File: src/rtl/pipe_pkg.sv
// Shared definitions for the pipeline stall/flush sequencer: controller state
// encodings and the NOP instruction used when a bubble is loaded into a stage register.
package pipe_pkg;

    typedef enum logic [2:0] {
        S_RUN    = 3'd0,
        S_LSTALL = 3'd1,
        S_BFLUSH = 3'd2,
        S_MDWAIT = 3'd3,
        S_DRAIN  = 3'd4,
        S_HALT   = 3'd5
    } state_e;

    // RV32I canonical NOP (addi x0, x0, 0)
    localparam logic [31:0] NOP_INSTR = 32'h0000_0013;

endpackage

File: src/rtl/pipe_stall_ctrl_sat_counter.sv
// Saturating up-counter with synchronous clear; holds at all-ones.
module sat_counter #(
    parameter int unsigned W = 32
) (
    input  logic         clk,
    input  logic         clr_i,
    input  logic         inc_i,
    output logic [W-1:0] count_o
);

    logic [W-1:0] count_q;
    logic [W-1:0] count_d;

    always_comb begin
        count_d = count_q;
        if (clr_i)
            count_d = '0;
        else if (inc_i && (count_q != '1))
            count_d = count_q + 1'b1;
    end

    always_ff @(posedge clk) begin
        count_q <= count_d;
    end

    assign count_o = count_q;

endmodule

File: src/rtl/pipe_stall_ctrl.sv
// Central stall/flush sequencer for the 5-stage pipeline: stage enables,
// bubble/squash strobes, halt handling and a saturating stall-cycle counter.
module pipe_stall_ctrl
    import pipe_pkg::*;
#(
    parameter int LOAD_STALL_CYCLES   = 1,
    parameter int BRANCH_FLUSH_CYCLES = 1,
    parameter int MULDIV_TIMEOUT      = 64,
    parameter int DRAIN_CYCLES        = 3,
    parameter int PERF_W              = 32
) (
    input  logic              clk,
    input  logic              rst,
    input  logic              load_hazard,
    input  logic              branch_taken,
    input  logic              muldiv_start,
    input  logic              muldiv_done,
    input  logic              halt_req,
    input  logic              resume,
    output logic              if_en,
    output logic              id_en,
    output logic              ex_en,
    output logic              mem_en,
    output logic              wb_en,
    output logic              ex_bubble,
    output logic              mem_bubble,
    output logic              flush_if,
    output logic              flush_id,
    output logic              halted,
    output logic              md_timeout_err,
    output logic [PERF_W-1:0] stall_cycles
);

    localparam int LW = (LOAD_STALL_CYCLES   > 1) ? $clog2(LOAD_STALL_CYCLES)   : 1;
    localparam int BW = (BRANCH_FLUSH_CYCLES > 1) ? $clog2(BRANCH_FLUSH_CYCLES) : 1;
    localparam int MW = (MULDIV_TIMEOUT      > 1) ? $clog2(MULDIV_TIMEOUT)      : 1;
    localparam int DW = (DRAIN_CYCLES        > 1) ? $clog2(DRAIN_CYCLES)        : 1;

    // Terminal counts; a negative value only arises for a state that is never entered.
    localparam logic [LW-1:0] L_LAST = LW'(LOAD_STALL_CYCLES - 2);
    localparam logic [BW-1:0] B_LAST = BW'(BRANCH_FLUSH_CYCLES - 1);
    localparam logic [MW-1:0] M_LAST = MW'(MULDIV_TIMEOUT - 1);
    localparam logic [DW-1:0] D_LAST = DW'(DRAIN_CYCLES - 1);

    state_e        state_q, state_d;
    logic [LW-1:0] lcnt_q, lcnt_d;
    logic [BW-1:0] bcnt_q, bcnt_d;
    logic [MW-1:0] mcnt_q, mcnt_d;
    logic [DW-1:0] dcnt_q, dcnt_d;
    logic          err_q, err_d;
    logic          md_timeout_hit;

    assign md_timeout_hit = (state_q == S_MDWAIT) && !muldiv_done && (mcnt_q == M_LAST);

    always_ff @(posedge clk) begin
        if (rst) begin
            state_q <= S_RUN;
            lcnt_q  <= '0;
            bcnt_q  <= '0;
            mcnt_q  <= '0;
            dcnt_q  <= '0;
            err_q   <= 1'b0;
        end else begin
            state_q <= state_d;
            lcnt_q  <= lcnt_d;
            bcnt_q  <= bcnt_d;
            mcnt_q  <= mcnt_d;
            dcnt_q  <= dcnt_d;
            err_q   <= err_d;
        end
    end

    always_comb begin
        state_d = state_q;
        // Each counter runs only while its state is occupied and clears otherwise.
        lcnt_d  = (state_q == S_LSTALL) ? lcnt_q + 1'b1 : '0;
        bcnt_d  = (state_q == S_BFLUSH) ? bcnt_q + 1'b1 : '0;
        mcnt_d  = (state_q == S_MDWAIT) ? mcnt_q + 1'b1 : '0;
        dcnt_d  = (state_q == S_DRAIN)  ? dcnt_q + 1'b1 : '0;
        err_d   = err_q | md_timeout_hit;
        case (state_q)
            S_RUN: begin
                if (branch_taken)
                    state_d = (BRANCH_FLUSH_CYCLES > 0) ? S_BFLUSH : S_RUN;
                else if (muldiv_start)
                    state_d = S_MDWAIT;
                else if (load_hazard)
                    state_d = (LOAD_STALL_CYCLES > 1) ? S_LSTALL : S_RUN;
                else if (halt_req)
                    state_d = S_DRAIN;
            end
            S_LSTALL: if (lcnt_q == L_LAST) state_d = S_RUN;
            S_BFLUSH: if (bcnt_q == B_LAST) state_d = S_RUN;
            S_MDWAIT: if (muldiv_done || md_timeout_hit) state_d = S_RUN;
            S_DRAIN:  if (dcnt_q == D_LAST) state_d = S_HALT;
            S_HALT:   if (resume) state_d = S_RUN;
            default:  state_d = S_RUN;
        endcase
    end

    always_comb begin
        if_en      = 1'b1;
        id_en      = 1'b1;
        ex_en      = 1'b1;
        mem_en     = 1'b1;
        wb_en      = 1'b1;
        ex_bubble  = 1'b0;
        mem_bubble = 1'b0;
        flush_if   = 1'b0;
        flush_id   = 1'b0;
        halted     = 1'b0;
        case (state_q)
            S_RUN: begin
                if (branch_taken) begin
                    flush_if = 1'b1;
                    flush_id = 1'b1;
                end else if (muldiv_start) begin
                    // issuing cycle proceeds unstalled
                end else if (load_hazard) begin
                    if_en     = 1'b0;
                    id_en     = 1'b0;
                    ex_bubble = 1'b1;
                end else if (halt_req) begin
                    if_en    = 1'b0;
                    flush_if = 1'b1;
                end
            end
            S_LSTALL: begin
                if_en     = 1'b0;
                id_en     = 1'b0;
                ex_bubble = 1'b1;
            end
            S_BFLUSH: flush_if = 1'b1;
            S_MDWAIT: begin
                if (!muldiv_done) begin
                    if_en      = 1'b0;
                    id_en      = 1'b0;
                    ex_en      = 1'b0;
                    mem_bubble = 1'b1;
                end
            end
            S_DRAIN: begin
                if_en     = 1'b0;
                ex_bubble = 1'b1;
            end
            S_HALT: begin
                if_en  = 1'b0;
                id_en  = 1'b0;
                ex_en  = 1'b0;
                mem_en = 1'b0;
                wb_en  = 1'b0;
                halted = 1'b1;
            end
            default: ;
        endcase
    end

    assign md_timeout_err = err_q;

    sat_counter #(
        .W(PERF_W)
    ) u_stall_cnt (
        .clk    (clk),
        .clr_i  (rst),
        .inc_i  (!if_en && !rst),
        .count_o(stall_cycles)
    );

endmodule

File: config.mk
export PLATFORM = sky130hd
export DESIGN_NAME = pipe_stall_ctrl
export DESIGN_NICKNAME = d
export VERILOG_FILES = /design/src/rtl/pipe_pkg.sv /design/src/rtl/pipe_stall_ctrl_sat_counter.sv /design/src/rtl/pipe_stall_ctrl.sv
export SDC_FILE = /design/constraint.sdc
export NUM_CORES = 1
export LEC_CHECK = 0
export BUFFER_PORTS_ARGS = -buffer_cell sky130_fd_sc_hd__buf_2
export CORE_MARGIN = 2
export CORE_UTILIZATION = 45
export CTS_CLUSTER_DIAMETER = 30
export DETAILED_ROUTE_END_ITERATION = 10
export PLACE_DENSITY = 0.7
export SYNTH_ARGS = -nofsm -noshare
export SYNTH_HDL_FRONTEND = slang
export SYNTH_SLANG_ARGS = --single-unit
export TNS_END_PERCENT = 30
File: constraint.sdc
create_clock -name clk -period 2.1 [get_ports clk]
set_clock_uncertainty 0.2 [all_clocks]
set_input_delay 0 -clock clk [delete_from_list [all_inputs] [get_ports clk]]
set_output_delay 0 -clock clk [all_outputs]
set_load 0.02 [all_outputs]
==> results.md, run 1 <==
- Status: complete, but fails checks
- Failing checks: setup timing
- Yosys top cell by area: dfxtp_1
- Seq/Total Area, Yosys: a little under two fifths
- Final ANT Viol Nets: 0
- Row count: 26
- Post-synth top area share: 38.4%
- Die X: 77.0 µm
- Final Hold Fails: 0
- Setup total negative slack: -138 ps
- # diodes: 0
- Crit. End Element: flip-flop
- Final Total Pwr: 0.00166 W
- Setup WS post-layout: -110 ps
- Max_cap viols: 0
- Largest net degree at the start of global routing: 38
- CTS Buffer Depth: 2
- Reg-to-Reg Start: u_stall_cnt.count_o[21]
- Pwr dens: 491 nW/µm²
- Die Y-Extent: around 77 µm
- Fillers: 456
- Syn Nets: 303
- Drt pass-1 iters: 4
- TritonCTS clock tree: done
- Rel. slew slack: 73.1%
- Starting Density: 46.7%
- Commonest non-fill, non-tap cell in the layout: buf_4
- Nets@finish: 411
- CP startpoint kind: flip-flop
- Pins Over Slew Limit: 0
- Multi-input logic area: roughly 1500 µm²
- Post-synth ARST share: 0%
- DRT iter0 DRCs: roughly 180
- Die area: 5940 µm²
- Core Util, Final: 65.9%
- Final worst path period need: 2210 ps
- Clk pin slew, worst setup/hold paths: approximately 80 ps
- Slew @ Worst Pin: 404 ps
- I/O pins: 51
- Leakage: 1.37 nW
- Final RePlAce weighted congestion: 0.831
- Arr. time, crit path: 2240 ps
- Cell count after synthesis: between 200 and 300
- Gr ovfl total: 0
- Floorplan Core Area: roughly 5100 µm²
- Global-route wire length before repair: roughly 11000 µm
- Number of CTS-inserted buffers: 5
- Routed len/inst: 14.4 µm
- Reg area: between 900 and 1000 µm²
- Worst IR drop on VDD: 0.263 mV
- Vias: 2671
- Ys Warns: 0
- Critical path type: flip-flop to flip-flop
- Syn Area/Cell: 8.22 µm²
- Pre-CTS setup slack: -44.9 ps
- Share of cells above drive strength 1: between 40% and 50%
- Root buffer cell: clkbuf_8
- Most frequent cells in the layout: buf_4 (52), buf_2 (51), a21oi_1 (28)
- HP Start: branch_taken
- H-tree Lvls: 2
- Global-route usage over all layers: 23.6%
- Vias in the first global route: 2555
- Drt drc: 0
- HP Class: input pin to flip-flop
- Worst-path maximum fanout: 3
- Post-DP HPWL: approximately 4800 µm
- Synth cell types: 51
- Initial antenna violation count: 0
- RSZ-0062 raised after global routing: yes
- Crit. Startpoint: u_stall_cnt.count_o[21]
- Critical Path RT: 2130 ps
- Number of flops mapped to enable cells by yosys: 0
- Mapped Area: 2400 µm²
- Port buffer count: 50
- Clock sinks: 46
- Via/cell ratio: 5.67
- Maximum clock rate: roughly 450 MHz
- Worst-Skew Late Latency: 310 ps
- Post-Route WL: around 7000 µm
- Most used DFF post-synth: dfxtp_1
- Area grow syn2layout: 41.2%
- Period utilization: 105%
- Synth top area cells: dfxtp_1 (38%), a21oi_1 (5.8%), nor2_1 (4.4%), nand2_1 (3.6%), o21ai_0 (3.5%)
- Final setup violation count: 3
- Yosys reg bits: 46
==> critical path, cell delays in order, from the launching register on <==
cell and delay [ps]:
dfxtp_4 350, nand2_1 70, or3_4 390, or4_4 550, or4_1 410, a21oi_1 160
==> final cells by class <==
cell class / count / share of cell area, %
inverter: 13 / 1.44
sequential: 46 / 28.7
timing repair buffer: 112 / 21.8
clock buffer: 7 / 2.25
tap: 70 / 2.58
clock inverter: 1 / 0.221
multi-input combinational: 222 / 43.0
==> metrics by stage <==
stage / instances / hold slack [ps] / instance area, µm²
after CTS: 469 / 37.7 / 3320
final: 471 / 46.0 / 3390
after detailed placement: 454 / 27.7 / 3150
after global placement: 454 / 20.8 / 3150
after floorplan: 292 / -135 / 2480
after global routing: 471 / 112 / 3390
==> cell usage after synthesis (all sizes together), types with 5 or more instances <==
| cell | number |
|---|---|
| or4 | 12 |
| o41ai | 5 |
| o31ai | 10 |
| o21ai | 17 |
| and3 | 5 |
| dfxtp | 46 |
| nand2 | 23 |
| clkbuf | 7 |
| nor3 | 5 |
| or3 | 12 |
| a21oi | 28 |
| inv | 13 |
| or2 | 7 |
| nand3 | 14 |
| nor4 | 5 |
| nand4 | 11 |
| nor2 | 28 |
==> cells by family (layout without fill, tap and decap cells) <==
| kind of cell | after synthesis | in the layout | synth area share [%] |
|---|---|---|---|
| and+or+nand+nor | 131 | 131 | 30.4 |
| adders and majority gates | 3 | 3 | 1.56 |
| DFF | 46 | 46 | 38.4 |
| muxes | 4 | 4 | 1.77 |
| xor gates and xnor gates | 6 | 6 | 2.19 |
| AOI/OAI and AO/OA | 78 | 78 | 20.9 |
| buffers and inverters | 24 | 133 | 4.74 |
==> worst paths after layout <==
kind	slack, ps	end	cells after the start
worst max register to register	-110	u_stall_cnt.count_o[28]	5
worst min register to register	220	dcnt_q[0]	1
worst min-delay path	50	state_q[0]	6
worst max-delay path	-110	u_stall_cnt.count_o[28]	5
==> registers in the layout (all words and copies together), names as in the netlist <==
name,cells
md_timeout_err,1
mcnt_q,6
u_stall_cnt.count_o,32
state_q,3
bcnt_q,1
lcnt_q,1
dcnt_q,2
==> power by group <==
part           switching (W)  leakage [nW]  internal [W]
logic               0.000140         0.947      0.000106
registers          0.0000111         0.384      0.000872
clock network       0.000299        0.0385      0.000236
total               0.000451          1.37       0.00121
==> metal layers <==
layer,up-vias,share of wire [%],track usage (%)
met5,-,0,0
met4,0,1.5,8.21
met3,10,3.8,4.47
met2,60,49,40.7
met1,1288,46,29.4
li1,1313,-,-
==> timing repair <==
| action | in CTS | in global routing |
|---|---|---|
| hold buffers | 6 | 0 |
| resized for setup | 7 | 14 |
| buffers inserted | 0 | 1 |
| endpoints found under the setup margin | 14 | 24 |
| pin swaps | 2 | 6 |
| gates cloned | 1 | 1 |
| hold endpoints to repair | 4 | 0 |
No activity file was read; power rests on OpenSTA's default activity.
==> run 2: changes to the inputs <==
- SETUP_SLACK_MARGIN: not set -> 0.15
- SKIP_LAST_GASP: not set -> 1
==> results.md, run 2 (synthesis gave the netlist of run 1 again) <==
- Final RePlAce weighted congestion: 0.888 (was 0.831)
- Vias in the first global route: 2491 (was 2555)
- Worst-Skew Late Latency: 300 ps (was 310 ps)
- H-tree Lvls: 2 (unchanged)
- Critical Path RT: 2130 ps (about the same)
- Global-route usage over all layers: 23.4% (was 23.6%)
- Port buffer count: 50 (unchanged)
- Failing checks: setup timing (unchanged)
- Pwr dens: 500 nW/µm² (was 491 nW/µm²)
- CP cell instances: nand4_4 -> or3_4 -> or4_4 -> or4_1 -> a21oi_1 (was nand2_1 -> or3_4 -> or4_4 -> or4_1 -> a21oi_1)
- Gr ovfl total: 0 (unchanged)
- CTS Buffer Depth: 2 (unchanged)
- Setup WS post-layout: -78.0 ps (was -110 ps)
- Maximum clock rate: 459 MHz (was 453 MHz)
- Rel. slew slack: 73.6% (was 73.1%)
- Clk pin slew, worst setup/hold paths: 90 ps (was 80 ps)
- Via/cell ratio: 5.67 (about the same)
- Routed len/inst: 14.8 µm (was 14.4 µm)
- Number of CTS-inserted buffers: 5 (unchanged)
- Core Util, Final: 70.2% (was 65.9%)
- Drt pass-1 iters: 5 (was 4)
- Worst R2R End: u_stall_cnt.count_o[28] (unchanged)
- Post-Route WL: 7090 µm (was 6800 µm)
- Max reg flops: 32 (unchanged)
- Initial antenna violation count: 0 (unchanged)
- Critical path type: flip-flop to flip-flop (unchanged)
- CP max stage cell: or4_4 (unchanged)
- Arr. time, crit path: 2200 ps (was 2240 ps)
- Die X: 77.0 µm (unchanged)
- Vias: 2718 (was 2671)
- HP Class: input pin to flip-flop (unchanged)
- CP startpoint kind: flip-flop (unchanged)
- Pins Over Slew Limit: 0 (unchanged)
- Final setup violation count: 4 (was 3)
- HP Start: rst (was branch_taken)
- Worst IR drop on VDD: 0.452 mV (was 0.263 mV)
- Floorplan Core Area: 5140 µm² (unchanged)
- Row count: 26 (unchanged)
- Leakage: 1.44 nW (was 1.37 nW)
- RSZ-0062 raised after global routing: yes (unchanged)
- Crit. Startpoint: u_stall_cnt.count_o[19] (was u_stall_cnt.count_o[21])
- Slew @ Worst Pin: 395 ps (was 404 ps)
- Crit path largest cell delay: 530 ps (was 550 ps)
- Final worst path period need: 2180 ps (was 2210 ps)
- Max_cap viols: 0 (unchanged)
- Die Y-Extent: 77.0 µm (unchanged)
- TritonCTS clock tree: done (unchanged)
- Most frequent cells in the layout: buf_4 (54), buf_2 (51), a21oi_1 (28) (was buf_4 (52), buf_2 (51), a21oi_1 (28))
- # diodes: 0 (unchanged)
- Drt drc: 0 (unchanged)
- Worst-path maximum fanout: 3 (unchanged)
- Post-DP HPWL: 4740 µm (was 4750 µm)
- Hold Path End: md_timeout_err (was state_q[0])
- Final ANT Viol Nets: 0 (unchanged)
- Crit. End Element: flip-flop (unchanged)
- Status: complete, but fails checks (unchanged)
- Final Instance Count excl. Fillers: 479 (was 471)
- Clock sinks: 46 (unchanged)
- Root buffer cell: clkbuf_8 (unchanged)
- Starting Density: 46.7% (unchanged)
- Hold Slack: 30.8 ps (was 46.0 ps)
- Die area: 5940 µm² (unchanged)
- Nets@finish: 419 (was 411)
- DRT iter0 DRCs: 166 (was 181)
- Commonest non-fill, non-tap cell in the layout: buf_4 (unchanged)
- Placed Instances: 452 (was 454)
- Final Hold Fails: 0 (unchanged)
- R2R Setup Slk: -80 ps (was -110 ps)
- Period utilization: 104% (was 105%)
- Worst hold path cell count: 3 (was 6)
- Share of cells above drive strength 1: 46.0% (was 40.9%)
- Largest net degree at the start of global routing: 29 (was 38)
- I/O pins: 51 (unchanged)
- R2R cell count: 5 (unchanged)
- Kind of cell adding the most delay to the critical path: simple AND/OR/NAND/NOR gates (unchanged)
- Reg-to-Reg Start: u_stall_cnt.count_o[19] (was u_stall_cnt.count_o[21])
- Global-route wire length before repair: 11400 µm (about the same)
- Area grow syn2layout: 50.3% (was 41.2%)
- WP buf/inv: 0 (unchanged)
-- run 2: where the power goes --
part	leakage, nW	internal [W]	total (W)	switching [W]
registers	0.389	0.000866	0.000877	0.0000113
logic	0.994	0.000109	0.000257	0.000147
clock network	0.0585	0.000357	0.000673	0.000316
-- run 2: worst max-delay path by stage --
| stage | endpoint | cells past startpoint | slack, ps |
|---|---|---|---|
| 4_1_cts | u_stall_cnt.count_o[28] | 5 | -80 |
| 3_5_place_dp | u_stall_cnt.count_o[9] | 6 | -70 |
| 6_report | u_stall_cnt.count_o[28] | 5 | -80 |
| 2_1_floorplan | u_stall_cnt.count_o[28] | 5 | -100 |
| 3_3_place_gp | u_stall_cnt.count_o[15] | 6 | -30 |
| 5_1_grt | u_stall_cnt.count_o[30] | 6 | -140 |
-- run 2: layout make-up --
class | count | area [µm²]
Clock buffer | 5 | 68.8
Clock inverter | 3 | 43.8
Fill cell | 420 | 1530
Inverter | 13 | 48.8
Multi-Input combinational cell | 222 | 1550
Sequential cell | 46 | 993
Tap cell | 70 | 87.6
Timing Repair Buffer | 120 | 820
-- run 2: repair_timing --
item                                    4_1_cts  5_1_grt
hold buffers                                  8        0
pin swaps                                     1       13
resized for setup                             8       29
buffers inserted                              1        8
cloned                                        1        1
endpoints found under the setup margin       30       33
endpoints found under the hold margin        11        0
-- run 2: worst register-to-register path: stages, from the launching register on --
cell and delay [ps]:
dfxtp_4 370, nand4_4 110, or3_4 340, or4_4 530, or4_1 410, a21oi_1 130
-- run 2: stage by stage --
step,setup slack (ps),total power (W),instance area (µm²),TNS (ps)
3_3_place_gp,-34.3,0.00112,3170,-190
5_1_grt,-142,0.00188,3610,-1610
2_1_floorplan,-97.3,0.00104,2520,-441
4_1_cts,-84.7,0.00181,3410,-655
6_report,-78.0,0.00181,3610,-189
3_5_place_dp,-69.4,0.00112,3170,-450
-- run 2: per-layer routing --
metal  GRT usage [%]  part of all wire [%]  up-vias
met4            6.25                   1.6        0
met3            4.24                   4.3       10
met5               0                     0        -
li1                -                     -     1337
met2            40.4                    50       75
met1            30.1                    44     1296
